$ cat config.mk
export PLATFORM = sky130hd
export DESIGN_NAME = modulo_n_down_counter
export DESIGN_NICKNAME = d
export VERILOG_FILES = /design/src/rtl/modulo_n_down_counter.sv
export SDC_FILE = /design/constraint.sdc
export NUM_CORES = 1
export LEC_CHECK = 0
export CORE_MARGIN = 5
export CORE_UTILIZATION = 46
export CTS_BUF_LIST = sky130_fd_sc_hd__clkbuf_2
export DETAILED_ROUTE_END_ITERATION = 7
export PLACE_DENSITY = 0.8
export SETUP_SLACK_MARGIN = 0.2
export SYNTH_ARGS = -nofsm -noshare
export SYNTH_HDL_FRONTEND = slang
export SYNTH_SLANG_ARGS = --single-unit
$ cat constraint.sdc
create_clock -name clk -period 2.9 [get_ports clk]
set_clock_uncertainty 0.15 [all_clocks]
set_input_delay 0.725 -clock clk [delete_from_list [all_inputs] [get_ports clk]]
set_output_delay 0.725 -clock clk [all_outputs]
set_load 0.02 [all_outputs]
$ cat src/rtl/modulo_n_down_counter.sv
// Modulo-N down counter: counts N-1 down to 0, then wraps back to N-1.
// It has a synchronous preload with range check and a saturating wrap counter.
// In a cascade, tc drives the en input of the next (higher) stage.
//
// Ports:
//   clk       in   rising-edge clock
//   rst_n     in   asynchronous active-low reset
//   en        in   count enable, one decrement per edge while high
//   load      in   synchronous preload strobe, has priority over en
//   load_val  in   [WIDTH]  preload value
//   count     out  [WIDTH]  current count (registered)
//   tc        out  terminal count, combinational: en && count == 0
//   load_err  out  one-cycle pulse, the preload value was out of range (registered)
//   wraps     out  [WRAP_W] saturating count of 0 -> N-1 wraps (registered)
module modulo_n_down_counter #(
  parameter  int unsigned N      = 10,
  parameter  int unsigned WRAP_W = 8,
  localparam int unsigned WIDTH  = (N > 1) ? $clog2(N) : 1
) (
  input  logic              clk,
  input  logic              rst_n,
  input  logic              en,
  input  logic              load,
  input  logic [WIDTH-1:0]  load_val,
  output logic [WIDTH-1:0]  count,
  output logic              tc,
  output logic              load_err,
  output logic [WRAP_W-1:0] wraps
);

  localparam logic [WIDTH-1:0]  CNT_MAX  = WIDTH'(N - 1);
  localparam logic [WRAP_W-1:0] WRAP_MAX = '1;

  logic [WIDTH-1:0]  r_count;
  logic              r_load_err;
  logic [WRAP_W-1:0] r_wraps;

  logic [WIDTH-1:0]  w_count_nxt;
  logic              w_load_err_nxt;
  logic [WRAP_W-1:0] w_wraps_nxt;
  logic              w_at_zero;

  assign w_at_zero = (r_count == '0);

  // Next-state: load beats en; out-of-range loads clamp to N-1 and flag.
  always_comb begin
    w_count_nxt    = r_count;
    w_wraps_nxt    = r_wraps;
    w_load_err_nxt = 1'b0;
    if (load) begin
      if (load_val > CNT_MAX) begin
        w_count_nxt    = CNT_MAX;
        w_load_err_nxt = 1'b1;
      end else begin
        w_count_nxt = load_val;
      end
    end else if (en) begin
      if (w_at_zero) begin
        w_count_nxt = CNT_MAX;
        if (r_wraps != WRAP_MAX) begin
          w_wraps_nxt = r_wraps + WRAP_W'(1);
        end
      end else begin
        w_count_nxt = r_count - WIDTH'(1);
      end
    end
  end

  // State registers.
  always_ff @(posedge clk or negedge rst_n) begin
    if (!rst_n) begin
      r_count    <= CNT_MAX;
      r_load_err <= 1'b0;
      r_wraps    <= '0;
    end else begin
      r_count    <= w_count_nxt;
      r_load_err <= w_load_err_nxt;
      r_wraps    <= w_wraps_nxt;
    end
  end

  assign count    = r_count;
  assign load_err = r_load_err;
  assign wraps    = r_wraps;
  // Combinational so a downstream stage decrements on the same edge as the wrap.
  assign tc       = en && w_at_zero;

endmodule

==> results of run 1 <==
[path summary, 6_finish.rpt]
check                           depth (start not counted)                 start              endpoint  slack, ps
max in group asynchronous                               1                 rst_n  wraps[0]$_DFFE_PN0P_       1570
worst max-delay path                                    4                    en                    tc        320
worst min register to register                          1  wraps[5]$_DFFE_PN0P_  wraps[5]$_DFFE_PN0P_        370
min in group asynchronous                               1                 rst_n  wraps[4]$_DFFE_PN0P_        650
worst min-delay path                                    1  wraps[5]$_DFFE_PN0P_  wraps[5]$_DFFE_PN0P_        370
worst max register to register                          5  count[1]$_DFFE_PN0P_  wraps[1]$_DFFE_PN0P_        610
[cells in the final DEF (no fill, tap or decap)]
cell type and count:
sky130_fd_sc_hd__o21ai_0 2, sky130_fd_sc_hd__o21a_1 1, sky130_fd_sc_hd__or2b_1 1, sky130_fd_sc_hd__inv_1 1, sky130_fd_sc_hd__a21oi_1 4, sky130_fd_sc_hd__ha_1 1
sky130_fd_sc_hd__clkdlybuf4s50_1 19, sky130_fd_sc_hd__nand3b_1 1, sky130_fd_sc_hd__buf_4 7, sky130_fd_sc_hd__nor3_2 1, sky130_fd_sc_hd__or4_4 1, sky130_fd_sc_hd__xor2_1 5
sky130_fd_sc_hd__dfstp_2 2, sky130_fd_sc_hd__nor2_1 9, sky130_fd_sc_hd__or3b_4 1, sky130_fd_sc_hd__nor4_2 1, sky130_fd_sc_hd__nor4b_2 1, sky130_fd_sc_hd__nand4_1 1
sky130_fd_sc_hd__nor3b_1 1, sky130_fd_sc_hd__nand3_1 2, sky130_fd_sc_hd__dlygate4sd2_1 1, sky130_fd_sc_hd__nor4_1 1, sky130_fd_sc_hd__nand2_1 6, sky130_fd_sc_hd__dfrtp_1 11
sky130_fd_sc_hd__mux2_1 3, sky130_fd_sc_hd__o22ai_1 1, sky130_fd_sc_hd__a31oi_1 1, sky130_fd_sc_hd__clkbuf_2 4, sky130_fd_sc_hd__nor3_1 5
[cell type report]
cell class,instances,area share [%]
Inverter,1,0.396
Multi-Input combinational cell,50,34.4
Tap cell,15,1.98
Timing Repair Buffer,27,26.5
Sequential cell,13,34.6
Clock buffer,4,2.11
[sequential cells by signal, indices dropped and copies added (netlist names)]
register	flops
wraps	8
count	4
load_err	1
[repair_timing]
item,CTS,global route
endpoints found under the hold margin,0,0
setup endpoints to repair,6,0
gates resized for setup,9,0
[worst reg2reg max path: stages (launching register included)]
cell                      delay [ps]
sky130_fd_sc_hd__dfrtp_1         430
sky130_fd_sc_hd__or3b_4          390
sky130_fd_sc_hd__buf_4           160
sky130_fd_sc_hd__or4_4           460
sky130_fd_sc_hd__nor2_1          230
sky130_fd_sc_hd__mux2_1          350
[logic make-up (layout without fill, tap and decap cells)]
logic type	after synthesis	after routing
flops	13	13
mux	3	3
xor+xnor	5	5
compound gates	9	9
simple gates	32	32
fa+ha+maj	1	1
buf+inv	4	32
[stage by stage]
| step | cells | setup slack (ps) | util, % |
|---|---|---|---|
| floorplan | 67 | 325 | - |
| global placement | 106 | -353 | 69.3 |
| detailed placement | 106 | -402 | 69.3 |
| CTS | 110 | 332 | 71.1 |
| global route | 110 | 244 | 71.1 |
| finish | 110 | 323 | 71.1 |
[power by group through the flow]
stage	Combinational [W]	Sequential, W	Clock [W]
floorplan	0.0000536	0.000276	0
global placement	0.000170	0.000245	0
detailed placement	0.000174	0.000246	0
CTS	0.000175	0.000244	0.0000997
global route	0.000190	0.000249	0.000110
finish	0.000173	0.000244	0.0000980
[layer usage]
| layer | vias to the layer above | part of all wire, % | GRT usage, % |
|---|---|---|---|
| met1 | 269 | 45 | 18.8 |
| met5 | - | 0 | 0 |
| met3 | 2 | 4.8 | 2.58 |
| met2 | 9 | 49 | 24.0 |
| met4 | 0 | 0.75 | 8.06 |
| li1 | 292 | - | - |
==> results by group, run 1 <==
Status
  • Status: finished clean

Logic synthesis
  • Number of warnings reported in the yosys synthesis log: 0
  • Combined area of all synthesized cells: 671 um^2
  • XOR/XNOR Fraction of Synth Area: 6.53%
  • Post-synth top flop: sky130_fd_sc_hd__dfrtp_1
  • Gate Count Post-Synth: 67
  • Async set or reset register ratio after synthesis: 100%
  • Average size of a mapped cell: 10.0 um^2
  • Main combinational cell family by area after synthesis: simple AND/OR/NAND/NOR gates
  • Adder and majority gate portion of the synthesized area: 1.87%
  • Count leader, synth: sky130_fd_sc_hd__dfrtp_1
  • EDFF count, synth: 0
  • Share of cell area taken by muxes after synthesis: 5.04%
  • Fraction of the yosys area taken by sequential cells: 48.9%
  • Distinct cell type count after synthesis: 27
  • Fraction of the mapped netlist area in simple logic gates: 26.7%
  • Commonest cells in the synthesized netlist: sky130_fd_sc_hd__dfrtp_1 (11), sky130_fd_sc_hd__nor2_1 (9), sky130_fd_sc_hd__nand2_1 (6), sky130_fd_sc_hd__nor3_1 (6), sky130_fd_sc_hd__xor2_1 (5)
  • Post-Synthesis Net Count: 76
  • Area share of the largest cell type after synthesis: 41.0%
  • Largest area contributor in the synthesized netlist: sky130_fd_sc_hd__dfrtp_1
  • Top cells by area in the synthesized netlist: sky130_fd_sc_hd__dfrtp_1 (41%), sky130_fd_sc_hd__dfstp_2 (7.8%), sky130_fd_sc_hd__xor2_1 (6.5%)
  • Synth Area in Compound Gates: 7.46%
  • Flop and latch count out of synthesis: 13

Floorplan
  • Horiz. Die Dim: 48.2 um
  • Die area: 0.00232 mm^2
  • Standard-cell rows: 13
  • Vertical extent of the die: 48.2 um
  • Floorplan Core Area: 0.00133 mm^2
  • Num ports: 22
  • Effective utilization at floorplan: 50.3%

Power and ir drop
  • Peak ir drop on the vdd network: 343 uV
  • Proportion of power drawn by flip-flops and latches: 47.5%
  • Power density of the placed cells: 543 mW/mm^2
  • Switching part of the total: 34.8%
  • Share of total power in combinational logic: 33.5%
  • Part of the power in the clock network: 19.0%
  • Static Leak: 0.406 nW
  • Net switching component of the power: 0.000179 W
  • Int Pwr: 0.000336 W
  • Post-layout total power: 0.000515 W

Worst setup path
  • Worst path bufs/invs: 2
  • Biggest fanout along the worst timing path: 2
  • Worst Setup Start Kind: primary input
  • Cell with the largest stage delay on the worst path: sky130_fd_sc_hd__or3b_4
  • Cell Chain, Critical Path: dlygate4sd2_1, or3b_4, nor3_2, buf_4
  • Required time of the critical path: 2030 ps
  • Setup crit end kind: output port
  • Worst endpoint data arrival time: 1700 ps
  • Category of cells accounting for the largest share of critical-path delay: simple AND/OR/NAND/NOR gates
  • Maximum cell stage delay along the critical path: 390 ps
  • Category of the most critical setup path: in2out

Final layout
  • Share of post-route cells with drive strength above 1: 18.9%
  • Diode insertion count for antenna repair: 0
  • Total Nets Final: 105
  • Multi-input gate area in the final layout: 327 um^2
  • Area grow syn2layout: 41.4%
  • Number of fill cells in the layout: 104
  • Flip-flop and latch area: 328 um^2
  • Final Cell Area: 948 um^2

Placement
  • Post-placement cell area: 925 um^2
  • Port-buffer cells: 21
  • Sum of net half-perimeters after detailed placement: 1.14 mm
  • Final weighted congestion in routability-driven placement: 0.770

Timing
  • Count of final max-slew check failures: 0
  • Worst hold margin: 367 ps
  • Measured slew at the worst slew-check pin: 577 ps
  • Final clock period utilization by the worst path: 88.9%
  • Final Hold Violating Endpoints: 0
  • Setup TNS after final layout: 0 ps
  • Setup repair after global routing missed its margin: no
  • Max Clk Rate: 388 MHz
  • Max-slew headroom at the worst pin: 61.4%
  • Crit path time final: 2580 ps
  • Final-report setup violation count: 0

Global routing
  • Wire length of the first global-routing pass: 2.37 mm
  • Pin count of the biggest net entering global routing: 14
  • Initial antenna violation count: 0
  • Total congestion overflow: 0
  • Overall track demand over capacity in global routing: 14.9%
  • Number of global-route vias before repair: 545

Hold path
  • Min-delay worst type: reg2reg

CTS
  • Clock edge transition at the registers on the reported setup and hold paths: 120 ps
  • Clk sink count: 13
  • Clock tree from TritonCTS: built
  • Count of H-tree levels built during CTS: 1
  • Clock network latency to the later pin of the worst-skew pair: 270 ps
  • Max clock buf depth: 2
  • CTS Hold Buffers Added: 0
  • Number of clock buffers inserted by TritonCTS: 3
  • Post-CTS Setup Repair Bufs: 0
  • Master cell of the clock root buffer: sky130_fd_sc_hd__clkbuf_2

Routing
  • Wire length reported by the detailed router: 1.46 mm
  • First-pass DRT Iterations: 2
  • Total via count in the routed design: 572
  • First-iteration detailed-routing DRC count: 9
  • Number of remaining DRC errors: 0
  • Antenna-violating nets left: 0
  • Routed wire length per instance: 13.3 um
  • Detailed-route vias per instance: 5.20

Run
  • Number of max-cap violations: 0
Note: power is estimated with default switching activity, not from simulation.
==> inputs of run 2 (changes only) <==
--- a/config.mk
+++ b/config.mk
@@ -6,11 +6,12 @@
 export NUM_CORES = 1
 export LEC_CHECK = 0
 export CORE_MARGIN = 5
-export CORE_UTILIZATION = 46
+export CORE_UTILIZATION = 50
 export CTS_BUF_LIST = sky130_fd_sc_hd__clkbuf_2
 export DETAILED_ROUTE_END_ITERATION = 7
-export PLACE_DENSITY = 0.8
+export PLACE_DENSITY = 0.86
 export SETUP_SLACK_MARGIN = 0.2
 export SYNTH_ARGS = -nofsm -noshare
 export SYNTH_HDL_FRONTEND = slang
 export SYNTH_SLANG_ARGS = --single-unit
+export TNS_END_PERCENT = 10
==> constraint.sdc (replaced) <==
create_clock -name clk -period 3.2 [get_ports clk]
set_clock_uncertainty 0.15 [all_clocks]
set_input_delay 0.8 -clock clk [delete_from_list [all_inputs] [get_ports clk]]
set_output_delay 0.8 -clock clk [all_outputs]
set_load 0.02 [all_outputs]
==> run 2 against run 1 <==
Clock power down 19%. Worst setup slack worse by 47 ps. Non-clock buffer count down 2. Via count up 4.2%. Die area down 6.4%. Critical path depth unchanged. Largest cell class unchanged.
==> results by group, run 2 (synthesized netlist as in run 1, its figures left out) <==
Final layout
  • Count of placed standard cells in the final layout, fillers left out: 108 (-1.8%)
  • Diode insertion count for antenna repair: 0 (unchanged)
  • Most common cell after layout, fill and taps aside: sky130_fd_sc_hd__clkdlybuf4s50_1
  • Leading cell types in the layout, fill and taps excluded: sky130_fd_sc_hd__clkdlybuf4s50_1 (20), sky130_fd_sc_hd__dfrtp_1 (11), sky130_fd_sc_hd__nor2_1 (9), sky130_fd_sc_hd__nand2_1 (6)
  • Share of post-route cells with drive strength above 1: 16.1% (-2.8 points)
  • Post-layout util: 72.3% (+1.2 points)
  • Final Cell Area: 930 um^2 (-2.0%)
  • Number of flip-flops under the largest register name: 8 (unchanged)
  • Total Nets Final: 103 (-1.9%)
  • Area grow syn2layout: 38.6%

Power and ir drop
  • Static Leak: 0.395 nW (-2.7%)
  • Post-layout total power: 0.000454 W (-12%)
  • Switching part of the total: 33.5% (-1.3 points)
  • Peak ir drop on the vdd network: 236 uV (-31%)
  • Net switching component of the power: 0.000152 W (-15%)
  • Part of the power in the clock network: 17.5% (-1.5 points)
  • Power density of the placed cells: 488 mW/mm^2 (-10%)
  • Share of total power in combinational logic: 33.8% (+0.3 points)
  • Int Pwr: 0.000302 W (-10%)
  • Proportion of power drawn by flip-flops and latches: 48.7% (+1.2 points)

Timing
  • Max Clk Rate: 342 MHz
  • Max-slew headroom at the worst pin: 62.6% (+1.1 points)
  • Final-report setup violation count: 0 (unchanged)
  • Final clock period utilization by the worst path: 91.4%
  • Measured slew at the worst slew-check pin: 560 ps (-16.8 ps)
  • Smallest setup slack after layout: 276 ps (-47.2 ps)
  • Crit path time final: 2920 ps
  • Final Hold Violating Endpoints: 0 (unchanged)
  • Setup repair after global routing missed its margin: no
  • Count of final max-slew check failures: 0 (unchanged)

Floorplan
  • Floorplan Core Area: 0.00128 mm^2 (-3.7%)
  • Effective utilization at floorplan: 52.2% (+1.9 points)
  • Horiz. Die Dim: 46.6 um (-3.2%)
  • Standard-cell rows: 13 (unchanged)
  • Num ports: 22 (unchanged)
  • Vertical extent of the die: 46.6 um (-3.2%)
  • Die area: 0.00217 mm^2 (-6.4%)

CTS
  • Clock edge transition at the registers on the reported setup and hold paths: 120 ps (about the same)
  • Clock network latency to the later pin of the worst-skew pair: 250 ps (-20 ps)
  • Clk sink count: 13 (unchanged)
  • Max clock buf depth: 2 (unchanged)
  • Clock tree from TritonCTS: built
  • Post-CTS Setup Repair Bufs: 0 (unchanged)
  • Number of clock buffers inserted by TritonCTS: 3 (unchanged)
  • Count of H-tree levels built during CTS: 1 (unchanged)
  • CTS Hold Buffers Added: 0 (unchanged)
  • Master cell of the clock root buffer: sky130_fd_sc_hd__clkbuf_2

Global routing
  • Initial antenna violation count: 0 (unchanged)
  • Wire length of the first global-routing pass: 2.41 mm (+1.8%)
  • Number of global-route vias before repair: 588 (+7.9%)
  • Overall track demand over capacity in global routing: 15.9% (+1.0 points)
  • Total congestion overflow: 0 (unchanged)
  • Pin count of the biggest net entering global routing: 14 (unchanged)

Worst setup path
  • Setup slack on the worst flop-to-flop path: 890 ps (+280 ps)
  • Reg2Reg Launch Point: count[1]$_DFFE_PN0P_
  • Number of cells traversed by the worst register-to-register path: 6 (+1)
  • Worst endpoint data arrival time: 1970 ps (+270 ps)
  • Worst Setup Start Kind: primary input
  • Category of the most critical setup path: in2out
  • Required time of the critical path: 2250 ps (+220 ps)
  • Critical register-to-register path endpoint: wraps[5]$_DFFE_PN0P_
  • Endpoint of the most critical setup path: tc
  • Biggest fanout along the worst timing path: 2 (unchanged)
  • Worst Setup SP: en
  • Setup crit end kind: output port

Placement
  • Placement Setup Slack: -220 ps (+182 ps)
  • Placed Instances: 104 (-1.9%)
  • Post-placement cell area: 910 um^2 (-1.6%)
  • Port-buffer cells: 21 (unchanged)
  • Sum of net half-perimeters after detailed placement: 1.13 mm (-1.1%)
  • Final weighted congestion in routability-driven placement: 0.781 (+1.4%)

Routing
  • Detailed-route vias per instance: 5.52 (+6.1%)
  • First-iteration detailed-routing DRC count: 19 (+10)
  • Total via count in the routed design: 596 (+4.2%)
  • First-pass DRT Iterations: 4 (+2)
  • Antenna-violating nets left: 0 (unchanged)
  • Number of remaining DRC errors: 0 (unchanged)
  • Routed wire length per instance: 12.8 um (-3.2%)
  • Wire length reported by the detailed router: 1.39 mm (-4.9%)

Status
  • Status: finished clean

Hold path
  • Min-delay worst type: reg2reg

Run
  • Number of max-cap violations: 0 (unchanged)
-- run 2: cell types whose count changed in the layout (fill, tap and decap cells not counted) --
cell,change
sky130_fd_sc_hd__buf_2,+1
sky130_fd_sc_hd__or3b_4,-1
sky130_fd_sc_hd__or3b_1,+1
sky130_fd_sc_hd__buf_4,-3
sky130_fd_sc_hd__dlygate4sd2_1,-1
sky130_fd_sc_hd__clkdlybuf4s50_1,+1
-- run 2: layout make-up --
| class | instances | area, um^2 |
|---|---|---|
| Inverter | 1 | 3.75 |
| Timing Repair Buffer | 25 | 235 |
| Clock buffer | 4 | 20.0 |
| Sequential cell | 13 | 328 |
| Fill cell | 100 | 355 |
| Multi-Input combinational cell | 50 | 324 |
| Tap cell | 15 | 18.8 |
-- run 2: critical path: stages --
cell and delay [ps]:
sky130_fd_sc_hd__clkdlybuf4s50_1 470, sky130_fd_sc_hd__or3b_1 370, sky130_fd_sc_hd__nor3_2 140, sky130_fd_sc_hd__buf_2 190
-- run 2: worst min-delay path by stage --
| stage | start | end | slack (ps) | cells past startpoint |
|---|---|---|---|---|
| 2_1_floorplan | rst_n | count[1]$_DFFE_PN0P_ | 350 | 0 |
| 3_3_place_gp | wraps[5]$_DFFE_PN0P_ | wraps[5]$_DFFE_PN0P_ | 350 | 1 |
| 3_5_place_dp | wraps[0]$_DFFE_PN0P_ | wraps[0]$_DFFE_PN0P_ | 360 | 1 |
| 4_1_cts | wraps[0]$_DFFE_PN0P_ | wraps[0]$_DFFE_PN0P_ | 380 | 1 |
| 5_1_grt | wraps[0]$_DFFE_PN0P_ | wraps[0]$_DFFE_PN0P_ | 410 | 1 |
| 6_report | wraps[0]$_DFFE_PN0P_ | wraps[0]$_DFFE_PN0P_ | 370 | 1 |
-- run 2: timing repair --
| item | in CTS | in global routing |
|---|---|---|
| pin swaps | 0 | 0 |
| resized for setup | 5 | 1 |
| hold endpoints to repair | 0 | 0 |
| setup endpoints to repair | 1 | 1 |
-- run 2: layer usage --
metal,share of wire [%],global-route usage (%),wire [um],vias to the layer above
met5,0,0,0,-
met1,42,18.1,579,279
li1,-,-,-,289
met3,8.1,5.47,112,0
met2,50,28.6,694,28
met4,0,3.31,0,0
-- run 2: power by group through the flow --
stage                      logic, W  registers, W  clock network (W)
after floorplan           0.0000486      0.000250                  0
after global placement     0.000151      0.000223                  0
after detailed placement   0.000154      0.000224                  0
after CTS                  0.000154      0.000221          0.0000825
after global routing       0.000166      0.000227          0.0000893
final                      0.000154      0.000221          0.0000794
-- run 2: through the flow --
step | setup TNS, ps | hold WS, ps
after floorplan | 0 | 354
after global placement | -233 | 353
after detailed placement | -220 | 357
after CTS | 0 | 377
after global routing | 0 | 412
final | 0 | 375
